**src/rtl/ifu_pkg.sv**
```systemverilog
// ---------------------------------------------------------------------------
// ifu_pkg -- shared types and constants for the instruction fetch unit.
//   XLEN        : architectural word width
//   NOP_INSTR   : canonical no-op (addi x0,x0,0), shown on out_instr when idle
//   ifu_entry_t : prefetch FIFO entry {pc, instr}
//   align_word  : clears the two low address bits
// ---------------------------------------------------------------------------
package ifu_pkg;

    localparam int              XLEN      = 32;
    localparam logic [XLEN-1:0] NOP_INSTR = 32'h0000_0013;

    typedef struct packed {
        logic [XLEN-1:0] pc;
        logic [XLEN-1:0] instr;
    } ifu_entry_t;

    function automatic logic [XLEN-1:0] align_word(input logic [XLEN-1:0] addr);
        return {addr[XLEN-1:2], 2'b00};
    endfunction

endpackage

```
**src/rtl/ifu_fifo.sv**
```systemverilog
// ---------------------------------------------------------------------------
// ifu_fifo -- first-word-fall-through prefetch buffer of ifu_entry_t.
//   DEPTH      : entries (power of two, 2..16)
//   clk, reset : clock, asynchronous active-high reset (empties the FIFO)
//   i_push     : write i_push_data at the tail
//   i_pop      : retire the head entry
//   i_flush    : discard all entries (wins over push/pop)
//   o_full     : DEPTH entries held
//   o_empty    : no entries held
//   o_count    : number of entries held (0..DEPTH)
//   o_head     : head entry, valid whenever !o_empty
// ---------------------------------------------------------------------------
module ifu_fifo
    import ifu_pkg::*;
#(
    parameter int DEPTH = 4
) (
    input  logic                     clk,
    input  logic                     reset,
    input  logic                     i_push,
    input  ifu_entry_t               i_push_data,
    input  logic                     i_pop,
    input  logic                     i_flush,
    output logic                     o_full,
    output logic                     o_empty,
    output logic [$clog2(DEPTH):0]   o_count,
    output ifu_entry_t               o_head
);

    localparam int PTR_W = $clog2(DEPTH);

    // Pointers carry one extra wrap bit so full and empty are distinguishable.
    logic [PTR_W:0] r_wr_ptr;
    logic [PTR_W:0] r_rd_ptr;
    ifu_entry_t     r_mem [DEPTH];

    // NOTE: sequential state uses non-blocking assignments so every flop
    // samples the pre-edge value of every other flop.
    always_ff @(posedge clk or posedge reset) begin
        if (reset) begin
            r_wr_ptr <= '0;
            r_rd_ptr <= '0;
        end else if (i_flush) begin
            r_wr_ptr <= '0;
            r_rd_ptr <= '0;
        end else begin
            if (i_push) r_wr_ptr <= r_wr_ptr + 1'b1;
            if (i_pop)  r_rd_ptr <= r_rd_ptr + 1'b1;
        end
    end

    // NOTE: storage is deliberately not reset; the pointers alone define which
    // entries are live, and an unreset array maps onto plain RAM.
    always_ff @(posedge clk) begin
        if (i_push && !i_flush) r_mem[r_wr_ptr[PTR_W-1:0]] <= i_push_data;
    end

    assign o_count = r_wr_ptr - r_rd_ptr;
    assign o_empty = (r_wr_ptr == r_rd_ptr);
    assign o_full  = (o_count == (PTR_W+1)'(DEPTH));
    assign o_head  = r_mem[r_rd_ptr[PTR_W-1:0]];

endmodule

```
**src/rtl/instr_fetch_unit.sv**
```systemverilog
// ---------------------------------------------------------------------------
// instr_fetch_unit -- credit-based instruction prefetcher.
// Issues sequential word fetches, buffers returned words with their PCs in a
// DEPTH-entry FWFT FIFO and presents them to decode. A redirect flushes the
// buffer, retargets fetch and drops the responses still in flight.
//   DEPTH, RESET_PC        : FIFO depth, first fetch address after reset
//   clk, reset             : clock, asynchronous active-high reset
//   imem_req_valid/addr/ready : fetch request channel
//   imem_rsp_valid/data    : in-order instruction return channel
//   redirect_valid/pc      : taken branch/jump, flush and refetch
//   out_valid/pc/instr/ready : decode channel
//   stall_cycles           : only with IFU_STALL_CNT_EN defined; saturating
//                            count of cycles where decode waits on fetch
// ---------------------------------------------------------------------------
module instr_fetch_unit
    import ifu_pkg::*;
#(
    parameter int              DEPTH    = 4,
    parameter logic [XLEN-1:0] RESET_PC = 32'h0000_0000
) (
    input  logic            clk,
    input  logic            reset,
    output logic            imem_req_valid,
    output logic [XLEN-1:0] imem_req_addr,
    input  logic            imem_req_ready,
    input  logic            imem_rsp_valid,
    input  logic [XLEN-1:0] imem_rsp_data,
    input  logic            redirect_valid,
    input  logic [XLEN-1:0] redirect_pc,
    output logic            out_valid,
    output logic [XLEN-1:0] out_pc,
    output logic [XLEN-1:0] out_instr,
    input  logic            out_ready
`ifdef IFU_STALL_CNT_EN
    ,
    output logic [XLEN-1:0] stall_cycles
`endif
);

    localparam int               CNT_W = $clog2(DEPTH) + 1;
    localparam logic [CNT_W-1:0] ONE   = CNT_W'(1);

    logic [XLEN-1:0]  r_fetch_pc;
    logic [XLEN-1:0]  r_rsp_pc;       // PC owed to the next kept response
    logic [CNT_W-1:0] r_outstanding;
    logic [CNT_W-1:0] r_discard;      // stale responses still to be dropped

    logic [CNT_W-1:0] w_outstanding_nxt;
    logic [CNT_W-1:0] w_discard_nxt;
    logic [CNT_W-1:0] w_fifo_count;
    logic [CNT_W:0]   w_credits_used;
    logic             w_req_fire;
    logic             w_rsp_drop;
    logic             w_push;
    logic             w_pop;
    logic             w_fifo_full;
    logic             w_fifo_empty;
    ifu_entry_t       w_push_entry;
    ifu_entry_t       w_head;

    // Every in-flight request owns a FIFO slot, so the FIFO can never overflow.
    assign w_credits_used = {1'b0, r_outstanding} + {1'b0, w_fifo_count};
    assign imem_req_valid = (w_credits_used < (CNT_W+1)'(DEPTH)) && !redirect_valid && !reset;
    assign imem_req_addr  = r_fetch_pc;
    assign w_req_fire     = imem_req_valid && imem_req_ready;

    assign w_rsp_drop   = imem_rsp_valid && (r_discard != '0);
    // A response arriving in the redirect cycle is stale too; the flush eats it.
    assign w_push       = imem_rsp_valid && !w_rsp_drop && !redirect_valid;
    assign w_push_entry = '{pc: r_rsp_pc, instr: imem_rsp_data};

    assign out_valid = !w_fifo_empty && !redirect_valid;
    assign out_pc    = w_head.pc;
    assign out_instr = w_fifo_empty ? NOP_INSTR : w_head.instr;
    assign w_pop     = out_valid && out_ready;

    // NOTE: every variable gets a default at the top of always_comb, so no
    // path can leave it unassigned and infer a latch.
    always_comb begin
        w_outstanding_nxt = r_outstanding;
        w_discard_nxt     = r_discard;

        if (w_req_fire && !imem_rsp_valid)      w_outstanding_nxt = r_outstanding + ONE;
        else if (!w_req_fire && imem_rsp_valid) w_outstanding_nxt = r_outstanding - ONE;

        // Everything still in flight after this cycle belongs to the old path.
        if (redirect_valid)  w_discard_nxt = r_outstanding - CNT_W'(imem_rsp_valid);
        else if (w_rsp_drop) w_discard_nxt = r_discard - ONE;
    end

    always_ff @(posedge clk or posedge reset) begin
        if (reset) begin
            r_fetch_pc    <= RESET_PC;
            r_rsp_pc      <= RESET_PC;
            r_outstanding <= '0;
            r_discard     <= '0;
        end else begin
            r_outstanding <= w_outstanding_nxt;
            r_discard     <= w_discard_nxt;

            if (redirect_valid)  r_fetch_pc <= align_word(redirect_pc);
            else if (w_req_fire) r_fetch_pc <= r_fetch_pc + 32'd4;

            // Kept responses after a redirect start at the new target.
            if (redirect_valid)  r_rsp_pc <= align_word(redirect_pc);
            else if (w_push)     r_rsp_pc <= r_rsp_pc + 32'd4;
        end
    end

    ifu_fifo #(.DEPTH(DEPTH)) u_fifo (
        .clk         (clk),
        .reset       (reset),
        .i_push      (w_push),
        .i_push_data (w_push_entry),
        .i_pop       (w_pop),
        .i_flush     (redirect_valid),
        .o_full      (w_fifo_full),
        .o_empty     (w_fifo_empty),
        .o_count     (w_fifo_count),
        .o_head      (w_head)
    );

    // The credit scheme must make a push into a full, non-popping FIFO impossible.
    a_no_overflow: assert property (@(posedge clk) disable iff (reset)
        !(w_push && w_fifo_full && !w_pop));

`ifdef IFU_STALL_CNT_EN
    logic [XLEN-1:0] r_stall_cnt;

    always_ff @(posedge clk or posedge reset) begin
        if (reset)                                          r_stall_cnt <= '0;
        else if (out_ready && !out_valid && r_stall_cnt != '1) r_stall_cnt <= r_stall_cnt + 32'd1;
    end

    assign stall_cycles = r_stall_cnt;
`endif

endmodule
```
**config.mk**
```make
export PLATFORM = sky130hd
export DESIGN_NAME = instr_fetch_unit
export DESIGN_NICKNAME = d
export VERILOG_FILES = /design/src/rtl/ifu_pkg.sv /design/src/rtl/ifu_fifo.sv /design/src/rtl/instr_fetch_unit.sv
export SDC_FILE = /design/constraint.sdc
export NUM_CORES = 1
export LEC_CHECK = 0
export BUFFER_PORTS_ARGS = -buffer_cell sky130_fd_sc_hd__buf_2
export CELL_PAD_IN_SITES_DETAIL_PLACEMENT = 0
export CELL_PAD_IN_SITES_GLOBAL_PLACEMENT = 1
export CORE_MARGIN = 4
export CORE_UTILIZATION = 32
export DETAILED_ROUTE_END_ITERATION = 6
export PLACE_DENSITY = 0.67
export REMOVE_ABC_BUFFERS = 1
export SLEW_MARGIN = 20
export SYNTH_ARGS = -nofsm -noshare
export SYNTH_HDL_FRONTEND = slang
export SYNTH_SLANG_ARGS = --single-unit
export TNS_END_PERCENT = 30
```
**constraint.sdc**
```tcl
create_clock -name clk -period 6.1 [get_ports clk]
set_clock_uncertainty 0.15 [all_clocks]
set_input_delay 0.61 -clock clk [delete_from_list [all_inputs] [get_ports clk]]
set_output_delay 0.61 -clock clk [all_outputs]
set_load 0.02 [all_outputs]
```
Yosys cells after proc, flatten, opt, wreduce, memory -nomap -nowiden
Memories as Yosys holds them, arrays and structs flattened.
Cells that the tools add are included.
- $lt $le $gt $ge: 1
- $add $sub $neg: 10
- equal/unequal tests: 1
- reduce and logical (&&, ||, !) cells: 23
- muxes and demuxes: 15
- operators with widths (cell ; number):
    32-bit two-way mux ; 5
    32-bit by 3-bit adder with 32-bit output (second input constant) ; 2
    3-bit two-way mux ; 8
    1-bit logical AND ; 11
    2-bit nonzero test ; 5
    3-bit by 1-bit adder with 3-bit output (second input constant) ; 3
    1-bit logical NOT ; 6
    3-bit by 1-bit subtractor with 3-bit output (second input constant) ; 2
    3-bit by 3-bit adder with 4-bit output ; 1
    4-bit by 3-bit less-than comparator with 1-bit output (second input constant) ; 1
    3-bit == test ; 1
    3-bit nonzero test ; 1
    3-bit by 1-bit subtractor with 3-bit output ; 1
    3-bit subtractor ; 1
    1-bit two-way mux ; 2
- register bits after elaboration: 76
- memory bits (writable): 256
- logic and storage cells: 57
- output and inout port bits: 98
- bits of input ports: 70
- memories kept: 1
- memory list (memory ; depth ; bits a word ; read ports ; clocked after memory_dff ; write ports ; RTL line ; RTL):
    u_fifo.r_mem ; 4 ; 64 ; 1 ; 0 ; 1 ; ifu_fifo.sv:35 ; ifu_entry_t r_mem [DEPTH];

Depth between registers and ports, before layout
- depth in word-level cells: 10
- gate-level depth with buffers: 17
- mapped depth without buffers: 15

Modules after synthesis
From an unflattened synthesis, not the netlist that was laid out.
- cell total of the unflattened synthesis: 827
- area total of the unflattened synthesis: 13784.5 sq um
- by module, submodules not included (module ; cells each ; times used ; area an instance (sq um)):
    ifu_fifo ; 379 ; 1 ; 9711.8
    instr_fetch_unit ; 448 ; 1 ; 4072.7

Worst setup path before layout
Ideal clock, no wire load.
- path type: register to register
- from: register u_fifo.r_rd_ptr[1]
- to: register r_outstanding[2]
- setup time: 79 ps
- arrival: 4272 ps
- setup slack: 1598 ps
- buffers on the path: 4
- stages on the path, launching flop included: 18
- cells stage by stage: dfrtp_1 clkbuf_1 clkbuf_1 inv_1 fa_1 xor2_1 ha_1 or4_4 or4b_4 buf_6 inv_6 buf_6 ha_1 inv_1 fa_1 xor2_1 nor2_1 xor2_1
- word-level cells in the longest chain between the ends: 9
- ends and longest elaborated chain (what ; RTL line ; RTL):
    start: declaration ; ifu_fifo.sv:34 ; logic [PTR_W:0] r_rd_ptr;
    start signal: assignment ; ifu_fifo.sv:48 ; if (i_pop) r_rd_ptr <= r_rd_ptr + 1'b1;
    3-bit subtractor * ; ifu_fifo.sv:58 ; assign o_count = r_wr_ptr - r_rd_ptr;
    3-bit by 3-bit adder with 4-bit output * ; instr_fetch_unit.sv:62 ; assign w_credits_used = {1'b0, r_outstanding} + {1'b0, w_fifo_count};
    4-bit by 3-bit less-than comparator with 1-bit output * ; instr_fetch_unit.sv:63 ; assign imem_req_valid = (w_credits_used < (CNT_W+1)'(DEPTH)) && !redirect_valid && !reset;
    1-bit logical AND * (2 in a row) ; instr_fetch_unit.sv:63 ;
    1-bit logical AND * ; instr_fetch_unit.sv:65 ; assign w_req_fire = imem_req_valid && imem_req_ready;
    1-bit logical NOT ; instr_fetch_unit.sv:84 ; else if (!w_req_fire && imem_rsp_valid) w_outstanding_nxt = r_outstanding - ONE;
    1-bit logical AND ; instr_fetch_unit.sv:84 ;
    2-bit nonzero test (no source line) ; - ;
    end signal: assignment ; instr_fetch_unit.sv:98 ; r_outstanding <= w_outstanding_nxt;
    end: declaration ; instr_fetch_unit.sv:45 ; logic [CNT_W-1:0] r_outstanding;
Every way passes the cells marked *; elsewhere a longest branch is shown, timed or not.
A chain may end at the register's enable or synchronous reset.

Worst setup path after layout
- from: register u_fifo.r_wr_ptr[0]
- to: register r_outstanding[2]
- word-level cells in the longest chain between the ends: 9
- ends and longest elaborated chain (what ; RTL line ; RTL):
    start: declaration ; ifu_fifo.sv:33 ; logic [PTR_W:0] r_wr_ptr;
    start signal: assignment ; ifu_fifo.sv:47 ; if (i_push) r_wr_ptr <= r_wr_ptr + 1'b1;
    3-bit subtractor * ; ifu_fifo.sv:58 ;
    3-bit by 3-bit adder with 4-bit output * ; instr_fetch_unit.sv:62 ;
    4-bit by 3-bit less-than comparator with 1-bit output * ; instr_fetch_unit.sv:63 ;
    1-bit logical AND * (2 in a row) ; instr_fetch_unit.sv:63 ;
    1-bit logical AND * ; instr_fetch_unit.sv:65 ;
    1-bit logical NOT ; instr_fetch_unit.sv:84 ;
    1-bit logical AND ; instr_fetch_unit.sv:84 ;
    2-bit nonzero test (no source line) ; - ;
Marked as above.

==> flow_summary.ini <==
[run_status]
status = finished, final reports clean

[power_and_ir_drop]
total_leakage_power_nw = 5.667
power_density_nw_per_um2 = 375.8
vdd.ir_drop.worst_mv = 0.1626

[detailed_routing]
drtIter0Drc = 488
drt-total-wl_um = 31320
num_vias = 7498
drt_first_pass_iters = 4
top_layer_used = met4
route.layer.met1.wl_um = 14400
vias_per_cell = 4.891
final_antenna_net_count = 0
route.met2.wl_um = 14580
drc = 0
met3_length_um = 1578
avgRoutedWirePerCell_um = 20.43

[placement]
port_buffers = 161
place_congestion = 0.7496
hpwlAfterDp_um = 19380
detailedPlace.worstSlack_ns = 1.849
placed_area_um2 = 14820

[sta]
tightestPinTransition_ns = 1.042
timing.final.crit_period_ns = 4.282
slew_headroom_pct = 30.56
maxSlewViolCount = 0
fin_crit_share_pct = 70.19
number_of_hold_violations_in_the_final_report = 0
setup_viol = 0
rsz_0062_raised_after_global_routing = no
layout_setup_ws_ns = 1.818
max_freq_mhz = 233.5

[logic_synthesis]
syn_avg_cell_area_um2 = 16.68
distinct_cell_type_count_after_synthesis = 51
synthCells = 804
netlist.area_leader.share_pct = 55.52
dominantRegCellSynth = sky130_fd_sc_hd__edfxtp_1
synth_sequential_area_ratio_pct = 68.95
netlist.top_cell.by_area = sky130_fd_sc_hd__edfxtp_1
cell_area_after_technology_mapping_um2 = 13410
synth_seq_cells = 320
post_synth_main_area_contributors = sky130_fd_sc_hd__edfxtp_1 56%, sky130_fd_sc_hd__dfrtp_1 13%, sky130_fd_sc_hd__mux4_2 10%
ys_async_sr_fraction_pct = 22.50
synth.yosys.warnings = 0
synth-edff-count = 248

[cts]
cts_num_sinks = 320
path_clk_slew_ns = 0.06
clock_tree.htree_level_count = 2
cts_inserted_buffers = 36
clock_tree_buffer_depth = 3
insertion_delay_ns = 0.53
tritoncts = yes
clock_tree.root_cell = sky130_fd_sc_hd__clkbuf_16

[final_layout]
finalInstanceArea_um2 = 15970
fin_nets = 1064
multi_input_area_um2 = 3954
drive_above_1_share_pct = 32.07
antenna_cells = 0
layout-area-overhead-vs-synth_pct = 19.06
fillCellCount = 3908
register_area_um2 = 9254

[hold_path]
hp-class = primary input to register
hold-path-endpoint = u_fifo.r_mem[1][29]
holdCritStartpoint = imem_rsp_data[29]
worst_hold_path.num_cells = 1

[setup_path]
r2r_start = u_fifo.r_wr_ptr[0]
start_kind = register
reg2reg_to = r_outstanding[2]
worst_ep_required_ns = 6.40
crit_path_max_incr_delay_ns = 0.65
crit_slowest_cell = sky130_fd_sc_hd__or4b_4
r2r_setup_slack_ns = 1.82
cp_cell_sequence = inv_1 > ha_1 > inv_1 > fa_1 > xor2_1 > ha_1 > or4_4 > or4b_4 > inv_6 > ha_1 > inv_1 > fa_1 > xor2_1 > nor2_1 > xor2_1
worst-r2r-cell-count = 15
timing.setup.critical_path_class = register to register
timing.critical_path.arrival_ns = 4.58
crit_path_end_kind = register
path_max_fanout = 19

[grt]
grt_overflow = 0
vias_in_the_first_global_route = 7946
grt_first_pass_wirelength_um = 47930
grt_start_max_net_pins = 69
initial_antenna_violation_count = 0
grt.total_usage_pct = 13.91

[die]
initial_utilization_pct = 32.63
floorplan.die.height_um = 212.7
fp-row-count = 74
die_w_um = 212.7
die_area_um2 = 45260
pin_count = 168
core_area_um2 = 41110

[run]
cap_viol_max_count = 0
[registers in the layout, indices dropped and copies added (netlist names)]
name             count
u_fifo.r_rd_ptr      3
imem_req_addr       30
r_rsp_pc            30
u_fifo.r_wr_ptr      3
r_discard            3
r_outstanding        3
u_fifo.r_mem       248
[cells in the mapped netlist, types with 3 or more instances]
cell type	n
sky130_fd_sc_hd__or4_1	3
sky130_fd_sc_hd__buf_6	3
sky130_fd_sc_hd__dfrtp_1	72
sky130_fd_sc_hd__or2_2	5
sky130_fd_sc_hd__nand2_1	43
sky130_fd_sc_hd__mux2_2	15
sky130_fd_sc_hd__a21boi_0	8
sky130_fd_sc_hd__nand3_1	26
sky130_fd_sc_hd__o211ai_1	10
sky130_fd_sc_hd__nor2_1	19
sky130_fd_sc_hd__a21oi_1	5
sky130_fd_sc_hd__buf_4	4
sky130_fd_sc_hd__inv_1	13
sky130_fd_sc_hd__o311ai_0	3
sky130_fd_sc_hd__edfxtp_1	248
sky130_fd_sc_hd__buf_1	3
sky130_fd_sc_hd__and3_1	20
sky130_fd_sc_hd__nand2b_1	7
sky130_fd_sc_hd__and4_1	7
sky130_fd_sc_hd__xor2_1	31
sky130_fd_sc_hd__xnor2_1	21
sky130_fd_sc_hd__a21o_1	3
sky130_fd_sc_hd__nor2b_1	30
sky130_fd_sc_hd__nand4_1	28
sky130_fd_sc_hd__o21ai_0	27
sky130_fd_sc_hd__a31oi_1	4
sky130_fd_sc_hd__ha_1	16
sky130_fd_sc_hd__mux2i_1	4
sky130_fd_sc_hd__mux4_2	62
sky130_fd_sc_hd__and2_1	6
sky130_fd_sc_hd__buf_2	3
sky130_fd_sc_hd__nor3_1	4
sky130_fd_sc_hd__nor4_1	3
sky130_fd_sc_hd__clkbuf_1	28
[per-stage QoR]
stage | power [mW] | TNS [ns] | cells | hold slack, ns | utilization (%)
finish | 6.001 | 0 | 1533 | 0.1539 | 38.85
global route | 6.315 | 0 | 1533 | 0.1243 | 38.85
CTS | 6.113 | 0 | 1533 | 0.1108 | 38.85
detailed placement | 3.963 | 0 | 1469 | 0.3557 | 36.04
global placement | 3.950 | 0 | 1469 | 0.3438 | 36.04
floorplan | 3.502 | -0.2177 | 766 | 0.3260 | -
[power breakdown]
part | total, mW | leakage, nW | switching [mW] | internal (mW)
sequential | 2.61 | 3.10 | 0.122 | 2.49
clock | 2.12 | 0.569 | 0.848 | 1.28
combinational | 1.26 | 2.00 | 0.751 | 0.512
[cell families after synthesis]
| group | count (synthesis) | synth area share, % |
|---|---|---|
| AOI/OAI and AO/OA | 64 | 3.003 |
| xor gates and xnor gates | 52 | 3.395 |
| adders and majority gates | 18 | 1.791 |
| buffers and inverters | 56 | 1.912 |
| DFF | 320 | 68.95 |
| muxes | 81 | 11.97 |
| other | 1 | 0.02796 |
| and+or+nand+nor | 212 | 8.954 |
[routing by layer]
| layer | up-vias | track usage (%) |
|---|---|---|
| met3 | 49 | 2.924 |
| met4 | 0 | 4.909 |
| met5 | - | 0 |
| met1 | 3829 | 19.16 |
| met2 | 165 | 22.05 |
| li1 | 3455 | - |
[worst max-delay path: cells and delay by family (launching register included)]
family                     cells  cell delay, ns
adders and majority gates      5            1.39
DFF                            1            0.43
and+or+nand+nor                3            1.32
xor gates and xnor gates       3            0.47
buffers and inverters          4            0.45
[cells in the final DEF (no fill, tap or decap), types with 3 or more instances in the layout]
cell	count
sky130_fd_sc_hd__nand2b_1	7
sky130_fd_sc_hd__or4_1	3
sky130_fd_sc_hd__dfrtp_1	70
sky130_fd_sc_hd__conb_1	4
sky130_fd_sc_hd__mux4_2	62
sky130_fd_sc_hd__mux2_2	15
sky130_fd_sc_hd__a21boi_0	8
sky130_fd_sc_hd__clkinv_2	9
sky130_fd_sc_hd__and3_4	4
sky130_fd_sc_hd__and4_1	7
sky130_fd_sc_hd__clkbuf_1	6
sky130_fd_sc_hd__inv_1	12
sky130_fd_sc_hd__nor3_1	4
sky130_fd_sc_hd__o21ai_0	27
sky130_fd_sc_hd__xor2_1	31
sky130_fd_sc_hd__edfxtp_1	248
sky130_fd_sc_hd__clkbuf_16	37
sky130_fd_sc_hd__buf_4	10
sky130_fd_sc_hd__nor2_1	19
sky130_fd_sc_hd__clkinv_1	7
sky130_fd_sc_hd__nand2_1	43
sky130_fd_sc_hd__ha_1	16
sky130_fd_sc_hd__and3_1	15
sky130_fd_sc_hd__or2_2	5
sky130_fd_sc_hd__bufinv_16	4
sky130_fd_sc_hd__a21o_1	3
sky130_fd_sc_hd__o211ai_1	10
sky130_fd_sc_hd__mux2i_1	4
sky130_fd_sc_hd__nand4_1	28
sky130_fd_sc_hd__buf_2	161
sky130_fd_sc_hd__and2_1	6
sky130_fd_sc_hd__o311ai_0	3
sky130_fd_sc_hd__a31oi_1	4
sky130_fd_sc_hd__a21oi_1	5
sky130_fd_sc_hd__nand3_1	26
sky130_fd_sc_hd__xnor2_1	21
sky130_fd_sc_hd__nor2b_1	30
[area by class of cell]
class	instances	area share [%]
Clock inverter	20	1.230
Multi-Input combinational cell	431	24.76
Timing Repair Buffer	172	5.578
Clock buffer	43	5.939
Tap cell	532	4.168
Sequential cell	320	57.94
Inverter	15	0.3839
[repair_timing]
item | 4_1_cts | 5_1_grt
resized for setup | 0 | 0
hold buffers | 1 | 0
setup buffers | 0 | 0
hold endpoints to repair | 4 | 0
[how the worst max path moves through the flow]
stage,slack (ns),startpoint,end
finish,1.82,u_fifo.r_wr_ptr[0],r_outstanding[2]
global route,1.59,u_fifo.r_wr_ptr[0],r_outstanding[2]
CTS,1.80,u_fifo.r_wr_ptr[0],r_outstanding[2]
detailed placement,1.85,u_fifo.r_wr_ptr[0],r_outstanding[2]
global placement,1.87,u_fifo.r_wr_ptr[0],r_outstanding[2]
floorplan,-0.12,u_fifo.r_rd_ptr[0],r_outstanding[2]
Power figures use the tool's default switching activity.
